==> config.mk <==
export PLATFORM = sky130hd
export DESIGN_NAME = imem_loader_flat
export DESIGN_NICKNAME = d
export VERILOG_FILES = /design/src/rtl/imem_loader_if.sv /design/src/rtl/imem_loader.sv /design/src/flat_wrapper.sv
export SDC_FILE = /design/constraint.sdc
export NUM_CORES = 1
export LEC_CHECK = 0
export CORE_MARGIN = 1.5
export CORE_UTILIZATION = 55
export DETAILED_ROUTE_END_ITERATION = 8
export GPL_TIMING_DRIVEN = 1
export PLACE_DENSITY = 0.8
export SLEW_MARGIN = 10
export SYNTH_ARGS = -nofsm -noshare
export SYNTH_HDL_FRONTEND = slang
export SYNTH_SLANG_ARGS = --single-unit
==> constraint.sdc <==
create_clock -name clk -period 2.3 [get_ports clk]
set_input_delay 0.345 -clock clk [delete_from_list [all_inputs] [get_ports clk]]
set_output_delay 0.345 -clock clk [all_outputs]
set_load 0.01 [all_outputs]
==> src/rtl/imem_loader_if.sv <==
// Byte-stream input and instruction-memory write port of the program loader.
// The loader takes the slave side.
interface imem_loader_if #(
  parameter int ADDR_W = 8
);
  logic [7:0]        in_data;
  logic              in_valid;
  logic              in_ready;
  logic              imem_we;
  logic [ADDR_W-1:0] imem_addr;
  logic [31:0]       imem_wdata;

  modport master (
    output in_data,
    output in_valid,
    input  in_ready,
    input  imem_we,
    input  imem_addr,
    input  imem_wdata
  );

  modport slave (
    input  in_data,
    input  in_valid,
    output in_ready,
    output imem_we,
    output imem_addr,
    output imem_wdata
  );
endinterface

==> src/rtl/imem_loader.sv <==
// Framed byte-stream program loader: SYNC, LEN, LEN*4 payload bytes (MSB first), XOR checksum.
// Writes assembled words to instruction memory and releases cpu_hold only on a good checksum.
module imem_loader #(
  parameter int         ADDR_W    = 8,
  parameter int         BASE_ADDR = 0,
  parameter logic [7:0] SYNC_BYTE = 8'hA5
) (
  input  logic         clk,
  input  logic         rst_n,
  imem_loader_if.slave bus,
  input  logic         start,
  output logic         cpu_hold,
  output logic         done,
  output logic         err
);

  localparam logic [ADDR_W-1:0] BASE_A = ADDR_W'(BASE_ADDR);

  typedef enum logic [2:0] {
    S_IDLE  = 3'd0,
    S_LEN   = 3'd1,
    S_DATA  = 3'd2,
    S_WRITE = 3'd3,
    S_CSUM  = 3'd4,
    S_DONE  = 3'd5,
    S_ERR   = 3'd6
  } state_t;

  state_t            state_q;
  logic [7:0]        len_q;
  logic [1:0]        bcnt_q;
  logic [7:0]        wcnt_q;
  logic [7:0]        csum_q;
  logic [23:0]       word_q;
  logic [ADDR_W-1:0] addr_q;
  logic              we_q;
  logic [31:0]       wdata_q;
  logic              ready_q;
  logic              hold_q;
  logic              done_q;
  logic              err_q;

  logic              xfer_d;
  logic [31:0]       word_d;
  logic [7:0]        csum_d;
  logic [7:0]        wcnt_d;
  logic [ADDR_W-1:0] addr_d;

  assign xfer_d = bus.in_valid & ready_q;
  assign word_d = {word_q, bus.in_data};
  assign csum_d = csum_q ^ bus.in_data;
  assign wcnt_d = wcnt_q + 8'd1;
  assign addr_d = addr_q + {{(ADDR_W-1){1'b0}}, 1'b1};

  // Loader FSM; every output is a register updated alongside the state.
  always_ff @(posedge clk or negedge rst_n) begin
    if (!rst_n) begin
      state_q <= S_IDLE;
      len_q   <= 8'd0;
      bcnt_q  <= 2'd0;
      wcnt_q  <= 8'd0;
      csum_q  <= 8'd0;
      word_q  <= 24'd0;
      addr_q  <= BASE_A;
      we_q    <= 1'b0;
      wdata_q <= 32'd0;
      ready_q <= 1'b1;
      hold_q  <= 1'b1;
      done_q  <= 1'b0;
      err_q   <= 1'b0;
    end else begin
      case (state_q)
        S_IDLE: begin
          if (xfer_d && (bus.in_data == SYNC_BYTE)) begin
            state_q <= S_LEN;
          end
        end
        S_LEN: begin
          if (xfer_d) begin
            len_q   <= bus.in_data;
            csum_q  <= 8'd0;
            bcnt_q  <= 2'd0;
            wcnt_q  <= 8'd0;
            state_q <= (bus.in_data == 8'd0) ? S_CSUM : S_DATA;
          end
        end
        S_DATA: begin
          if (xfer_d) begin
            word_q <= word_d[23:0];
            csum_q <= csum_d;
            bcnt_q <= bcnt_q + 2'd1;
            if (bcnt_q == 2'd3) begin
              state_q <= S_WRITE;
              we_q    <= 1'b1;
              wdata_q <= word_d;
              ready_q <= 1'b0;
            end
          end
        end
        S_WRITE: begin
          // Address and count advance only after the strobe cycle, so imem_addr is stable during it.
          we_q    <= 1'b0;
          ready_q <= 1'b1;
          addr_q  <= addr_d;
          wcnt_q  <= wcnt_d;
          state_q <= (wcnt_d == len_q) ? S_CSUM : S_DATA;
        end
        S_CSUM: begin
          if (xfer_d) begin
            if (bus.in_data == csum_q) begin
              state_q <= S_DONE;
              done_q  <= 1'b1;
              hold_q  <= 1'b0;
            end else begin
              state_q <= S_ERR;
              err_q   <= 1'b1;
            end
          end
        end
        S_DONE, S_ERR: begin
          if (start) begin
            state_q <= S_IDLE;
            hold_q  <= 1'b1;
            done_q  <= 1'b0;
            err_q   <= 1'b0;
            addr_q  <= BASE_A;
            bcnt_q  <= 2'd0;
            wcnt_q  <= 8'd0;
            csum_q  <= 8'd0;
            word_q  <= 24'd0;
          end
        end
        default: begin
          state_q <= S_IDLE;
          we_q    <= 1'b0;
          ready_q <= 1'b1;
          hold_q  <= 1'b1;
        end
      endcase
    end
  end

  assign bus.in_ready   = ready_q;
  assign bus.imem_we    = we_q;
  assign bus.imem_addr  = addr_q;
  assign bus.imem_wdata = wdata_q;
  assign cpu_hold       = hold_q;
  assign done           = done_q;
  assign err            = err_q;

endmodule
==> src/flat_wrapper.sv <==
// flat-port wrapper written by rule: the top's interface ports become plain ports
module imem_loader_flat 
#(
  parameter int         ADDR_W    = 8,
  parameter int         BASE_ADDR = 0,
  parameter logic [7:0] SYNC_BYTE = 8'hA5
)
  (clk, rst_n, start, cpu_hold, done, err, bus_in_data, bus_in_valid, bus_in_ready, bus_imem_we, bus_imem_addr, bus_imem_wdata);
  imem_loader_if #(.ADDR_W(ADDR_W)) bus_i ();
  input  logic clk;
  input  logic rst_n;
  input  logic start;
  output logic cpu_hold;
  output logic done;
  output logic err;
  input wire logic [$bits(bus_i.in_data)-1:0] bus_in_data;
  input wire logic [$bits(bus_i.in_valid)-1:0] bus_in_valid;
  output wire logic [$bits(bus_i.in_ready)-1:0] bus_in_ready;
  output wire logic [$bits(bus_i.imem_we)-1:0] bus_imem_we;
  output wire logic [$bits(bus_i.imem_addr)-1:0] bus_imem_addr;
  output wire logic [$bits(bus_i.imem_wdata)-1:0] bus_imem_wdata;
  assign bus_i.in_data = bus_in_data;
  assign bus_i.in_valid = bus_in_valid;
  assign bus_in_ready = bus_i.in_ready;
  assign bus_imem_we = bus_i.imem_we;
  assign bus_imem_addr = bus_i.imem_addr;
  assign bus_imem_wdata = bus_i.imem_wdata;
  imem_loader #(.ADDR_W(ADDR_W), .BASE_ADDR(BASE_ADDR), .SYNC_BYTE(SYNC_BYTE)) u_core (.clk(clk), .rst_n(rst_n), .bus(bus_i), .start(start), .cpu_hold(cpu_hold), .done(done), .err(err));
endmodule
Word level (Yosys, flattened, before mapping)
Index checks and enable logic that the tools add are counted.
W data, S select, Z words.
{"block": "totals", "in_bits": 12, "out_inout_bits": 45, "word_cells": 100, "ff_bits": 98}
{"block": "op_classes", "bitwise": 4, "eq_ne": 18, "n_mux": 40, "add_sub_neg": 3, "n_reduce_logical": 22}
{"op": "$mux W24", "n": 2}
{"op": "$pmux W24 S2", "n": 1}
{"op": "$pmux W8 S3", "n": 2}
{"op": "$mux W3", "n": 8}
{"op": "$mux W8", "n": 3}
{"op": "$pmux W3 S6", "n": 1}
{"op": "$add A8 B1 Y8 const B", "n": 2}
{"op": "$eq A8 B8 Y1", "n": 2}
{"op": "$pmux W8 S2", "n": 1}
{"op": "$reduce_and A4 Y1", "n": 4}
{"op": "$mux W1", "n": 12}
{"op": "$ne A2 B1 Y1 const B", "n": 6}
{"op": "$reduce_and A3 Y1", "n": 4}
{"op": "$eq A3 B3 Y1 const B", "n": 3}
{"op": "$eq A8 B8 Y1 const B", "n": 1}
{"op": "$logic_not A8 Y1", "n": 1}
{"op": "$mux W2", "n": 4}
{"op": "$pmux W1 S2", "n": 4}
{"op": "$xor A8 B8 Y8", "n": 1}
{"op": "$eq A3 B2 Y1 const B", "n": 2}
{"op": "$pmux W2 S3", "n": 1}
{"op": "$reduce_and A6 Y1", "n": 1}
{"op": "$reduce_bool A2 Y1", "n": 3}
{"op": "$reduce_bool A3 Y1", "n": 2}
{"op": "other kinds (13)", "n": 16}

Longest topological paths before layout
{"block": "logic_depth", "depth_word": 4, "ltp_mapped": 8, "depth_no_buf": 6}

Worst setup path before layout
No wires, ideal clock.
{"block": "synth_timing", "path_kind": "register -> register", "start": "register u_core.wcnt_q[0]", "end": "register u_core.state_q[1]", "setup_slack_ps": 331, "path_stages_with_launch": 7, "path_buffers": 0, "t_required_ps": 2180, "period_less_slack_ps": 1969, "setup_ps": 120, "arrival_ps": 1848, "path_cell_list": "dfrtp_1 > ha_1 > nand2_2 > or3_1 > a2111oi_2 > o2111ai_1 > o211a_1"}
{"block": "synth_between", "elab_chain_len": 4}
{"element": "from (decl)", "line": "imem_loader.sv:32", "rtl": "logic [7:0] wcnt_q;"}
{"element": "from (signal assigned)", "line": "imem_loader.sv:105", "rtl": "wcnt_q <= wcnt_d;"}
{"element": "$add A8 B1 Y8", "line": "imem_loader.sv:52", "rtl": "assign wcnt_d = wcnt_q + 8'd1;"}
{"element": "$eq A8 B8 Y1", "line": "imem_loader.sv:106", "rtl": "state_q <= (wcnt_d == len_q) ? S_CSUM : S_DATA;"}
{"element": "$mux W3", "line": "imem_loader.sv:106"}
{"element": "$pmux W3 S6", "line": "imem_loader.sv:72", "rtl": "case (state_q)"}
{"element": "to (signal assigned)", "line": "imem_loader.sv:84", "rtl": "state_q <= (bus.in_data == 8'd0) ? S_CSUM : S_DATA;"}
{"element": "to (signal assigned)", "line": "imem_loader.sv:106"}
{"element": "to (decl)", "line": "imem_loader.sv:29", "rtl": "state_t state_q;"}
Every way passes these cells.
A chain may end at the register's enable or synchronous reset.

Worst setup path after layout
{"block": "layout_timing", "start": "register u_core.wcnt_q[1]", "end": "register u_core.state_q[1]"}
Same word-level chain as after synthesis.

==> metrics.yaml <==
layout:
  antennaDiodeCount: 0
  nNetsFinal: 469
  fill_cells: 569
  instances_no_fill: 561
  utilization: 0.6883
  area_growth_pct: 21.18
  drive_gt1_frac: 0.1852
cts:
  cts_tree: "done"
  clk_latency_ps: 370
  cts_max_level: 3
  clockBufferDepth: 2
  clkSinkCount: 98
  cts_root_buf: "clkbuf_8"
  cts_setup_buffers: 0
  cts_buffers: 9
  path_clk_slew_ps: 100
setup_path:
  cp-end-kind: "register"
  slowest_delay_ps: 410
  r2r_start: "u_core.wcnt_q[1]$_DFFE_PN0P_"
  crit_start: "u_core.wcnt_q[1]$_DFFE_PN0P_"
  reg2reg_depth: 6
  crit_type: "register to register"
  cp_cell_sequence: "ha_1 -> nand2_2 -> or3_1 -> a2111oi_2 -> o2111ai_1 -> o211a_1"
  critPathLaunchType: "register"
  path_max_fanout: 4
  required_ps: 2560
  slowest_stage: "dfrtp_1"
  arrival_ps: 2280
detailed_routing:
  post-route-drc-count: 0
  vias: 3184
  drt_iter0_drc: 156
  firstDrtPassIters: 4
  wl_per_cell_um: 15.85
  postRouteAntennaNets: 0
  via_per_inst: 5.676
  drt_wl_total_um: 8890
timing:
  min_period_ps: 2014
  skew_ps: 12.96
  max_clock_freq_mhz: 496.5
  final-hold-violation-count: 0
  relSlewSlack: 0.6348
  rsz0062_at_grt: "false"
  worstMarginPinSlew_ps: 545.7
  finalCritPeriodShare: 0.8757
  tns_ps: 0
  maxSlewViolCount: 0
  finalSetupViolCount: 0
  whs_ps: 466.4
grt:
  grt_pass1_wl_um: 15300
  antenna_found_initial: 0
  grt_usage: 0.2297
  grt_pass1_vias: 3119
  grt_max_degree: 38
  overflow: 0
yosys:
  synth.avg_cell_area_um2: 11.40
  ys_ff_latch: 98
  synth_cell_type_count: 50
  synth_enable_flop_cells: 0
  synthTopCellsByArea: "dfrtp_1 55%, mux2_2 10%, nand2_1 4.2%"
  async_flop_share: 1.000
  synth_warnings: 0
  netlist_area_mm2: 0.004389
  ys.flop_type: "dfrtp_1"
  synth_top_area_frac: 0.5473
  yosysTopAreaCell: "dfrtp_1"
  netlist_instances: 385
  syn-num-nets: 400
  seq_area_frac_synth: 0.5593
die:
  fp.coreArea_mm2: 0.007727
  start_util: 0.5680
  ios: 57
  rows: 32
  die_y_um: 92.33
  die_area_mm2: 0.008525
  die_x_um: 92.33
flow_run:
  cap_violations: 0
min_path:
  min_path_cells: 2
  hp-start: "u_core.cpu_hold$_DFFE_PN1P_"
  holdCritPathClass: "register to register"
pwr:
  p_leak_nw: 2.447
  ir_drop_mv: 0.5237
  p_per_area_mw_per_mm2: 953.4
placement:
  dp_hpwl_um: 6144
  dp.cells: 544
  gp_congestion: 0.9657
  port_buffers: 56
status:
  status: "finished clean"
state kept, by name, summed over array words and instances (netlist names):
register               count
u_core.bcnt_q              2
u_core.bus.imem_addr       8
u_core.bus.imem_wdata     32
u_core.bus.imem_we         1
u_core.bus.in_ready        1
u_core.cpu_hold            1
u_core.csum_q              8
u_core.done                1
u_core.err                 1
u_core.len_q               8
u_core.state_q             3
u_core.wcnt_q              8
u_core.word_q             24
kinds of logic after synthesis:
kind of cell    Yosys count  share of synthesized area
fa+ha+maj                 3                   0.008553
buf+inv                  21                    0.02651
simple gates            111                     0.1200
mux                      41                     0.1049
compound gates           85                     0.1288
xor+xnor                 26                    0.05188
flops                    98                     0.5593
cell type report:
type                            instances  area (um2)  area share
Inverter                                3       11.26    0.002117
Tap cell                              102       127.6     0.02399
Timing Repair Buffer                   76       723.2      0.1360
Multi-Input combinational cell        266        1818      0.3418
Clock inverter                          6       46.29    0.008704
Clock buffer                           10       137.6     0.02588
Sequential cell                        98        2455      0.4615
synth_stat cells (all sizes together) (5+ instances only):
| library cell | instances |
|---|---|
| nand3 | 8 |
| clkbuf | 5 |
| o21ai | 37 |
| xor2 | 9 |
| a22o | 18 |
| dfrtp | 96 |
| a31oi | 6 |
| nand4 | 6 |
| mux2 | 40 |
| xnor2 | 17 |
| nand2 | 50 |
| nor2 | 24 |
| a21oi | 6 |
| buf | 13 |
critical path, delay by kind of cell (launching register included):
family | cells | cell delay (ps)
AOI/OAI and AO/OA | 3 | 870
adders and majority gates | 1 | 200
DFF | 1 | 410
and+or+nand+nor | 2 | 440
what timing repair did:
item	in CTS	in global routing
hold endpoints to repair	32	0
endpoints found under the setup margin	0	0
hold buffers	1	0
resized for setup	0	0
where the power goes:
group	total [mW]	switching [mW]	leakage, nW	internal, mW
Clock	1.05	0.613	0.0897	0.432
Sequential	2.62	0.430	1.32	2.19
Combinational	1.41	0.668	1.04	0.740
layer usage:
metal	GRT usage	up-vias	share of wire
li1	-	1511	-
met1	0.3296	1594	0.46
met2	0.3536	68	0.48
met3	0.03777	11	0.039
met4	0.08462	0	0.018
met5	0	-	0
stage by stage:
stage	power [mW]	setup WS [ps]	cell area, um2
after floorplan	3.503	331.3	4389
after global placement	3.974	121.7	5125
after detailed placement	4.049	98.90	5125
after CTS	5.096	287.4	5319
after global routing	5.405	182.1	5319
final	5.071	285.9	5319
worst paths after layout:
| path | to | slack (ps) |
|---|---|---|
| worst max-delay path | u_core.state_q[1]$_DFFE_PN0P_ | 290 |
| min in group asynchronous | u_core.bus.imem_wdata[25]$_DFFE_PN0P_ | 490 |
| worst max register to register | u_core.state_q[1]$_DFFE_PN0P_ | 290 |
| worst min register to register | u_core.cpu_hold$_DFFE_PN1P_ | 470 |
| worst min-delay path | u_core.cpu_hold$_DFFE_PN1P_ | 470 |
| max in group asynchronous | u_core.bus.imem_wdata[20]$_DFFE_PN0P_ | 1210 |
placed cells by master (no fill, tap or decap), types with 2 or more instances in the layout:
| cell | n |
|---|---|
| dfrtp_1 | 96 |
| clkdlybuf4s50_1 | 55 |
| nand2_1 | 49 |
| mux2_2 | 39 |
| o21ai_0 | 36 |
| nor2_1 | 23 |
| buf_4 | 19 |
| a22o_1 | 18 |
| xnor2_1 | 17 |
| clkbuf_8 | 10 |
| xor2_1 | 9 |
| nand3_1 | 7 |
| nand4_1 | 6 |
| a21oi_1 | 6 |
| a31oi_1 | 6 |
| and3_1 | 4 |
| nand2b_1 | 3 |
| inv_1 | 3 |
| nor3_1 | 3 |
| ha_1 | 3 |
| inv_6 | 3 |
| nand3b_1 | 2 |
| a211oi_1 | 2 |
| a22oi_1 | 2 |
| o41ai_1 | 2 |
| nor3b_1 | 2 |
| or3_1 | 2 |
| o21a_1 | 2 |
| or2_2 | 2 |
| or4_1 | 2 |
| clkinvlp_4 | 2 |
| dfstp_2 | 2 |
No activity file was read; power rests on OpenSTA's default activity.
